==> src/rtl/uart_bridge_pkg.sv <==
`default_nettype none
// ============================================================================
// Module      : uart_bridge_pkg
// Description : Host register map and STATUS layout shared by the UART bridge.
// Revision    : 1.0 - initial release
// ============================================================================
package uart_bridge_pkg;

  typedef enum logic [1:0] {
    ADDR_DATA   = 2'd0,
    ADDR_STATUS = 2'd1,
    ADDR_TXCNT  = 2'd2,
    ADDR_RXCNT  = 2'd3
  } host_addr_e;

  // Field order fixes the STATUS bit positions, LSB last.
  typedef struct packed {
    logic [2:0] rsvd;
    logic       tx_full;
    logic       rx_ovf;
    logic       tx_ovf;
    logic       rx_full;
    logic       tx_nempty;
  } status_t;

  localparam int c_st_tx_ovf_bit = 2;
  localparam int c_st_rx_ovf_bit = 3;

endpackage
`default_nettype wire

==> src/rtl/uart_fifo_bridge_if.sv <==
`default_nettype none
// ============================================================================
// Module      : uart_fifo_bridge_if
// Description : UART-emulation and host register signals of the FIFO bridge.
// Revision    : 1.0 - initial release
// ============================================================================
interface uart_fifo_bridge_if;

  logic [7:0] tx_fifo_data;
  logic       tx_fifo_valid;
  logic       tx_fifo_full;
  logic [7:0] rx_fifo_data;
  logic       rx_fifo_valid;
  logic       rx_fifo_read;
  logic [1:0] host_addr;
  logic [7:0] host_wdata;
  logic       host_we;
  logic       host_re;
  logic [7:0] host_rdata;
  logic       host_irq;

  modport master (
    output tx_fifo_data, tx_fifo_valid, rx_fifo_read,
    output host_addr, host_wdata, host_we, host_re,
    input  tx_fifo_full, rx_fifo_data, rx_fifo_valid, host_rdata, host_irq
  );

  modport slave (
    input  tx_fifo_data, tx_fifo_valid, rx_fifo_read,
    input  host_addr, host_wdata, host_we, host_re,
    output tx_fifo_full, rx_fifo_data, rx_fifo_valid, host_rdata, host_irq
  );

endinterface
`default_nettype wire

==> src/rtl/sync_fifo.sv <==
`default_nettype none
// ============================================================================
// Module      : sync_fifo
// Description : First-word-fall-through FIFO with occupancy count and drop flag.
// Revision    : 1.0 - initial release
// ============================================================================
module sync_fifo #(
  parameter int WIDTH = 8,
  parameter int DEPTH = 16,
  parameter int CW    = $clog2(DEPTH) + 1
) (
  input  wire logic             clk,
  input  wire logic             rst_n,
  input  wire logic             i_push,
  input  wire logic [WIDTH-1:0] i_data,
  input  wire logic             i_pop,
  output logic      [WIDTH-1:0] o_head,
  output logic      [CW-1:0]    o_count,
  output logic                  o_full,
  output logic                  o_empty,
  output logic                  o_drop
);

  localparam int c_aw = $clog2(DEPTH);

  logic [WIDTH-1:0] r_mem [DEPTH];
  logic [c_aw-1:0]  r_wr_ptr;
  logic [c_aw-1:0]  r_rd_ptr;
  logic [CW-1:0]    r_count;
  logic             w_do_push;
  logic             w_do_pop;

  assign o_empty   = (r_count == '0);
  assign o_full    = (r_count == CW'(DEPTH));
  assign w_do_pop  = i_pop && !o_empty;
  // A pop in the same cycle frees the slot, so a full FIFO still accepts.
  assign w_do_push = i_push && (!o_full || w_do_pop);
  assign o_drop    = i_push && !w_do_push;
  assign o_count   = r_count;
  assign o_head    = o_empty ? '0 : r_mem[r_rd_ptr];

  always_ff @(posedge clk) begin
    if (w_do_push) r_mem[r_wr_ptr] <= i_data;
  end

  always_ff @(posedge clk or negedge rst_n) begin
    if (!rst_n) begin
      r_wr_ptr <= '0;
      r_rd_ptr <= '0;
      r_count  <= '0;
    end else begin
      if (w_do_push) r_wr_ptr <= r_wr_ptr + c_aw'(1);
      if (w_do_pop)  r_rd_ptr <= r_rd_ptr + c_aw'(1);
      case ({w_do_push, w_do_pop})
        2'b10:   r_count <= r_count + CW'(1);
        2'b01:   r_count <= r_count - CW'(1);
        default: r_count <= r_count;
      endcase
    end
  end

endmodule
`default_nettype wire

==> src/rtl/uart_fifo_bridge.sv <==
`default_nettype none
// ============================================================================
// Module      : uart_fifo_bridge
// Description : Byte FIFOs between a UART emulation core and a host register port.
// Revision    : 1.0 - initial release
// ============================================================================
module uart_fifo_bridge
  import uart_bridge_pkg::*;
#(
  parameter int DEPTH = 16,
  parameter int CW    = $clog2(DEPTH) + 1
) (
  input wire logic           clk,
  input wire logic           rst_n,
  uart_fifo_bridge_if.slave  bus
);

  logic [7:0]    w_tx_head;
  logic [CW-1:0] w_tx_count;
  logic          w_tx_full;
  logic          w_tx_empty;
  logic          w_tx_drop;
  logic [CW-1:0] w_rx_count;
  logic          w_rx_full;
  logic          w_rx_empty;
  logic          w_rx_drop;
  logic          w_tx_pop;
  logic          w_rx_push;
  logic          w_st_wr;
  status_t       w_status;
  logic [7:0]    w_rdata_nxt;
  logic          r_tx_ovf;
  logic          r_rx_ovf;
  logic [7:0]    r_rdata;
  logic          r_irq;

  assign w_tx_pop  = bus.host_re && (bus.host_addr == ADDR_DATA);
  assign w_rx_push = bus.host_we && (bus.host_addr == ADDR_DATA);
  assign w_st_wr   = bus.host_we && (bus.host_addr == ADDR_STATUS);

  sync_fifo #(.WIDTH(8), .DEPTH(DEPTH), .CW(CW)) u_tx_fifo (
    .clk     (clk),
    .rst_n   (rst_n),
    .i_push  (bus.tx_fifo_valid),
    .i_data  (bus.tx_fifo_data),
    .i_pop   (w_tx_pop),
    .o_head  (w_tx_head),
    .o_count (w_tx_count),
    .o_full  (w_tx_full),
    .o_empty (w_tx_empty),
    .o_drop  (w_tx_drop)
  );

  sync_fifo #(.WIDTH(8), .DEPTH(DEPTH), .CW(CW)) u_rx_fifo (
    .clk     (clk),
    .rst_n   (rst_n),
    .i_push  (w_rx_push),
    .i_data  (bus.host_wdata),
    .i_pop   (bus.rx_fifo_read),
    .o_head  (bus.rx_fifo_data),
    .o_count (w_rx_count),
    .o_full  (w_rx_full),
    .o_empty (w_rx_empty),
    .o_drop  (w_rx_drop)
  );

  // Asserted one entry early so the UART's lagging status view cannot overrun.
  assign bus.tx_fifo_full  = w_tx_full || (w_tx_count == CW'(DEPTH - 1));
  assign bus.rx_fifo_valid = !w_rx_empty;
  assign bus.host_rdata    = r_rdata;
  assign bus.host_irq      = r_irq;

  always_comb begin
    w_status           = '0;
    w_status.tx_nempty = !w_tx_empty;
    w_status.rx_full   = w_rx_full;
    w_status.tx_ovf    = r_tx_ovf;
    w_status.rx_ovf    = r_rx_ovf;
    w_status.tx_full   = bus.tx_fifo_full;
  end

  always_comb begin
    w_rdata_nxt = 8'h00;
    case (bus.host_addr)
      ADDR_DATA:   w_rdata_nxt = w_tx_head;
      ADDR_STATUS: w_rdata_nxt = w_status;
      ADDR_TXCNT:  w_rdata_nxt = 8'(w_tx_count);
      ADDR_RXCNT:  w_rdata_nxt = 8'(w_rx_count);
      default:     w_rdata_nxt = 8'h00;
    endcase
  end

  always_ff @(posedge clk or negedge rst_n) begin
    if (!rst_n) begin
      r_tx_ovf <= 1'b0;
      r_rx_ovf <= 1'b0;
      r_rdata  <= 8'h00;
      r_irq    <= 1'b0;
    end else begin
      // A drop in the clearing cycle keeps the flag set.
      r_tx_ovf <= w_tx_drop || (r_tx_ovf && !(w_st_wr && bus.host_wdata[c_st_tx_ovf_bit]));
      r_rx_ovf <= w_rx_drop || (r_rx_ovf && !(w_st_wr && bus.host_wdata[c_st_rx_ovf_bit]));
      if (bus.host_re) r_rdata <= w_rdata_nxt;
      r_irq <= !w_tx_empty;
    end
  end

endmodule
`default_nettype wire

==> src/flat_wrapper.sv <==
// flat-port wrapper written by rule: the top's interface ports become plain ports
module uart_fifo_bridge_flat import uart_bridge_pkg::*;
#(
  parameter int DEPTH = 16,
  parameter int CW    = $clog2(DEPTH) + 1
)
  (clk, rst_n, bus_tx_fifo_data, bus_tx_fifo_valid, bus_rx_fifo_read, bus_host_addr, bus_host_wdata, bus_host_we, bus_host_re, bus_tx_fifo_full, bus_rx_fifo_data, bus_rx_fifo_valid, bus_host_rdata, bus_host_irq);
  uart_fifo_bridge_if bus_i ();
  input wire logic clk;
  input wire logic rst_n;
  input wire logic [$bits(bus_i.tx_fifo_data)-1:0] bus_tx_fifo_data;
  input wire logic [$bits(bus_i.tx_fifo_valid)-1:0] bus_tx_fifo_valid;
  input wire logic [$bits(bus_i.rx_fifo_read)-1:0] bus_rx_fifo_read;
  input wire logic [$bits(bus_i.host_addr)-1:0] bus_host_addr;
  input wire logic [$bits(bus_i.host_wdata)-1:0] bus_host_wdata;
  input wire logic [$bits(bus_i.host_we)-1:0] bus_host_we;
  input wire logic [$bits(bus_i.host_re)-1:0] bus_host_re;
  output wire logic [$bits(bus_i.tx_fifo_full)-1:0] bus_tx_fifo_full;
  output wire logic [$bits(bus_i.rx_fifo_data)-1:0] bus_rx_fifo_data;
  output wire logic [$bits(bus_i.rx_fifo_valid)-1:0] bus_rx_fifo_valid;
  output wire logic [$bits(bus_i.host_rdata)-1:0] bus_host_rdata;
  output wire logic [$bits(bus_i.host_irq)-1:0] bus_host_irq;
  assign bus_i.tx_fifo_data = bus_tx_fifo_data;
  assign bus_i.tx_fifo_valid = bus_tx_fifo_valid;
  assign bus_i.rx_fifo_read = bus_rx_fifo_read;
  assign bus_i.host_addr = bus_host_addr;
  assign bus_i.host_wdata = bus_host_wdata;
  assign bus_i.host_we = bus_host_we;
  assign bus_i.host_re = bus_host_re;
  assign bus_tx_fifo_full = bus_i.tx_fifo_full;
  assign bus_rx_fifo_data = bus_i.rx_fifo_data;
  assign bus_rx_fifo_valid = bus_i.rx_fifo_valid;
  assign bus_host_rdata = bus_i.host_rdata;
  assign bus_host_irq = bus_i.host_irq;
  uart_fifo_bridge #(.DEPTH(DEPTH), .CW(CW)) u_core (.clk(clk), .rst_n(rst_n), .bus(bus_i));
endmodule
==> config.mk <==
export PLATFORM = sky130hd
export DESIGN_NAME = uart_fifo_bridge_flat
export DESIGN_NICKNAME = d
export VERILOG_FILES = /design/src/rtl/uart_bridge_pkg.sv /design/src/rtl/uart_fifo_bridge_if.sv /design/src/rtl/sync_fifo.sv /design/src/rtl/uart_fifo_bridge.sv /design/src/flat_wrapper.sv
export SDC_FILE = /design/constraint.sdc
export NUM_CORES = 1
export LEC_CHECK = 0
export ABC_AREA = 1
export BUFFER_PORTS_ARGS = -buffer_cell sky130_fd_sc_hd__buf_2
export CORE_ASPECT_RATIO = 0.75
export CORE_MARGIN = 8
export CORE_UTILIZATION = 35
export DETAILED_ROUTE_END_ITERATION = 8
export HOLD_SLACK_MARGIN = 0.02
export MAX_ROUTING_LAYER = met4
export PLACE_DENSITY = 0.62
export SYNTH_ARGS = -nofsm -noshare
export SYNTH_HDL_FRONTEND = slang
export SYNTH_HIERARCHICAL = 1
export SYNTH_SLANG_ARGS = --single-unit
==> constraint.sdc <==
create_clock -name clk -period 1.8 [get_ports clk]
set_input_delay 0.18 -clock clk [delete_from_list [all_inputs] [get_ports clk]]
set_output_delay 0.18 -clock clk [all_outputs]
set_load 0.005 [all_outputs]
==> results.cfg <==
[sta]
post-route-min-period_ns = 2.29
layout_worst_path_cycle_share = 1.27
hold_slack_ns = 0.0446
max_slew_margin = 0.550
slew_viol_final = 0
setup_tns_ns = -3.64
hold_violations = 0
fmax_mhz = 438
finClkSkew_ns = 0.00780
worst_pin_slew_ns = 0.675
worst_slack_ns = -0.486
final-setup-viol-count = 11
rsz0062_at_grt = yes

[detailed_routing]
ant_nets = 0
route.vias.total = 9237
routed_wl_um = 34900
drtIter0Drc = 1012
drtPass1Iterations = 5
drc_errors = 0
wl_per_cell_um = 19.5
viasPerCell = 5.16

[yosys]
synth-edff-count = 256
synthArstFlopShare = 0.126
synth_area_um2 = 12700
syn_inst = 1141
synthMostInstantiatedCell = nand2_1
synth_cell_types = 33
ys.flop_type = edfxtp_1
yosysTopAreaCell = edfxtp_1
yosysSeqAreaShare = 0.681
synth_area_leaders = edfxtp_1 (61%), nand2_1 (11%), nand3_1 (8.4%)
synth_common_cells = nand2_1 (383), edfxtp_1 (256), nand3_1 (212)
synth_top_area_frac = 0.608
synth_nets = 1183
yosys_warnings = 6
synth-seq-cells = 293
syn_area_per_cell_um2 = 11.1

[global_routing]
grt_max_degree = 45
grt.total_usage = 0.155
grt_pass1_vias = 8650
busiest_layer = met1
met2_usage = 0.215
use_met3 = 0.0351
grt_overflow_total = 0
antenna_found_initial = 1
grt_pass1_wl_um = 50400
use_met1 = 0.223

[final_layout]
final_nets = 1340
n_fill_cell = 3152
fin_area_um2 = 16500
layout-drive-gt1-share = 0.308
stdcell_count = 1789
area_delta_synth_final_pct = 30.6

[setup_path]
max_stage_delay_ns = 0.42
worstPathMaxFanout = 5
path_delay_family = buffers and inverters
path_cells = buf_6 -> buf_12 -> clkbuf_16 -> nand2_1 -> nand3_2 -> nand3_1 -> nand2_2 -> nand2_1 -> a21oi_2 -> buf_2
cpMostUsedCell = nand2_1
path_buf_inv = 4
worstSetupStartpointType = flop
worstPathArrival_ns = 2.11
slowest_stage = dfrtp_2
cp-end-kind = output port
worstSetupPathType = flop to output port
critPathRequiredTime_ns = 1.62

[cts]
cts.sinks = 293
htreeDepth = 1
clk_latency_ns = 0.55
tritoncts = yes
cts_max_path_buffers = 3
root_buffer = clkbuf_16
numCtsBuffers = 31
cts.reportedPaths.clkPinSlew_ns = 0.06

[placed_design]
gp_congestion = 0.938
placed_cell_area_um2 = 14000
dpl.cell_count = 1697
hpwl_um = 21300
io_buffers = 42

[floorplan]
die_area_um2 = 42600
start_util = 0.354
core_area_um2 = 35700
die_w_um = 236
ioPinCount = 43
rows = 60
die_height_um = 181

[power_and_ir_drop]
p_per_area_nw_per_um2 = 1640
vdd.ir_drop.worst_mv = 1.14
leakagePower_nw = 6.48
power_w = 0.0271

[run_status]
violations = setup timing
status = finished with violations

[job]
cap_violations = 0

[min_path]
hold_class = primary input to flop
[per-layer routing]
layer	part of all wire	up-vias	wire length, um
met3	0.10	51	3540
met5	0	-	0
li1	-	4254	-
met2	0.43	390	15000
met4	0.024	0	826
met1	0.45	4542	15600
[path summary, 6_finish.rpt]
path	slack, ns	cells past startpoint	to	from
worst min register to register	0.49	1	u_core/r_tx_ovf	u_core/r_tx_ovf
worst min-delay path	0.04	1	u_core/u_tx_fifo/r_mem[15][7]	bus_tx_fifo_data[7]
min in group asynchronous	0.19	2	u_core/u_rx_fifo/r_rd_ptr[3]	rst_n
worst max register to register	-0.09	13	u_core/u_rx_fifo/o_count[4]	u_core/u_rx_fifo/o_count[3]
worst max-delay path	-0.49	10	bus_rx_fifo_data[7]	u_core/u_rx_fifo/r_rd_ptr[0]
max in group asynchronous	0.98	3	u_core/bus.host_irq	rst_n
[worst register-to-register path, delay by kind of cell, from the launching register on]
family / cells / cell delay, ns
DFF: 1 / 0.37
and+or+nand+nor: 8 / 0.72
buffers and inverters: 4 / 0.37
adders and majority gates: 1 / 0.33
[cell families after synthesis]
| family | after synthesis | synth area share |
|---|---|---|
| flops | 293 | 0.681 |
| compound gates | 43 | 0.0193 |
| buf+inv | 97 | 0.0403 |
| simple gates | 674 | 0.230 |
| fa+ha+maj | 18 | 0.0190 |
| xor+xnor | 16 | 0.0111 |
[metrics by stage]
stage               utilization  setup slack, ns
global route              0.463           -0.530
global placement          0.393           -0.105
floorplan                     -          0.00423
finish                    0.463           -0.486
CTS                       0.438           -0.439
detailed placement        0.393           -0.113
[sequential cells by signal, indices dropped and copies added (netlist names), 4 cells and up]
register and flops:
u_core/u_rx_fifo/r_wr_ptr 4, u_core/u_tx_fifo/r_mem 128, u_core/u_rx_fifo/r_rd_ptr 4, u_core/u_tx_fifo/r_rd_ptr 4
u_core/u_tx_fifo/o_count 5, u_core/bus.host_rdata 8, u_core/u_tx_fifo/r_wr_ptr 4, u_core/u_rx_fifo/o_count 5
u_core/u_rx_fifo/r_mem 128
[power breakdown]
part / switching [W] / internal [W]
Sequential: 0.000449 / 0.00811
Combinational: 0.00712 / 0.00479
Clock: 0.00252 / 0.00410
[placed cells by master (no fill, tap or decap), types with 27 or more instances in the layout]
cell / count
dfrtp_1: 34
nand3_2: 63
nand2_1: 352
nand2_2: 32
buf_6: 27
clkbuf_16: 39
nor2_1: 29
nand3_1: 144
buf_2: 41
edfxtp_1: 256
buf_4: 75
[area by class of cell]
| cell class | count | area, um^2 | share of cell area |
|---|---|---|---|
| repair inverters | 1 | 8.76 | 0.000530 |
| inverters | 47 | 228 | 0.0138 |
| flip-flops and latches | 293 | 8620 | 0.521 |
| clock buffers | 43 | 841 | 0.0509 |
| clock inverters | 15 | 223 | 0.0135 |
| diodes | 1 | 2.50 | 0.000151 |
| repair buffers | 173 | 1700 | 0.103 |
| well taps | 465 | 582 | 0.0352 |
| multi-input cells | 751 | 4330 | 0.262 |
[what timing repair did]
action | 4_1_cts | 5_1_grt
setup endpoints to repair | 78 | 248
endpoints found under the hold margin | 25 | 0
buffers inserted | 9 | 11
hold buffers | 3 | 0
gates resized for setup | 71 | 158
pin swaps | 35 | 75
cloned | 6 | 10
Note: power is estimated with default switching activity, not from simulation.
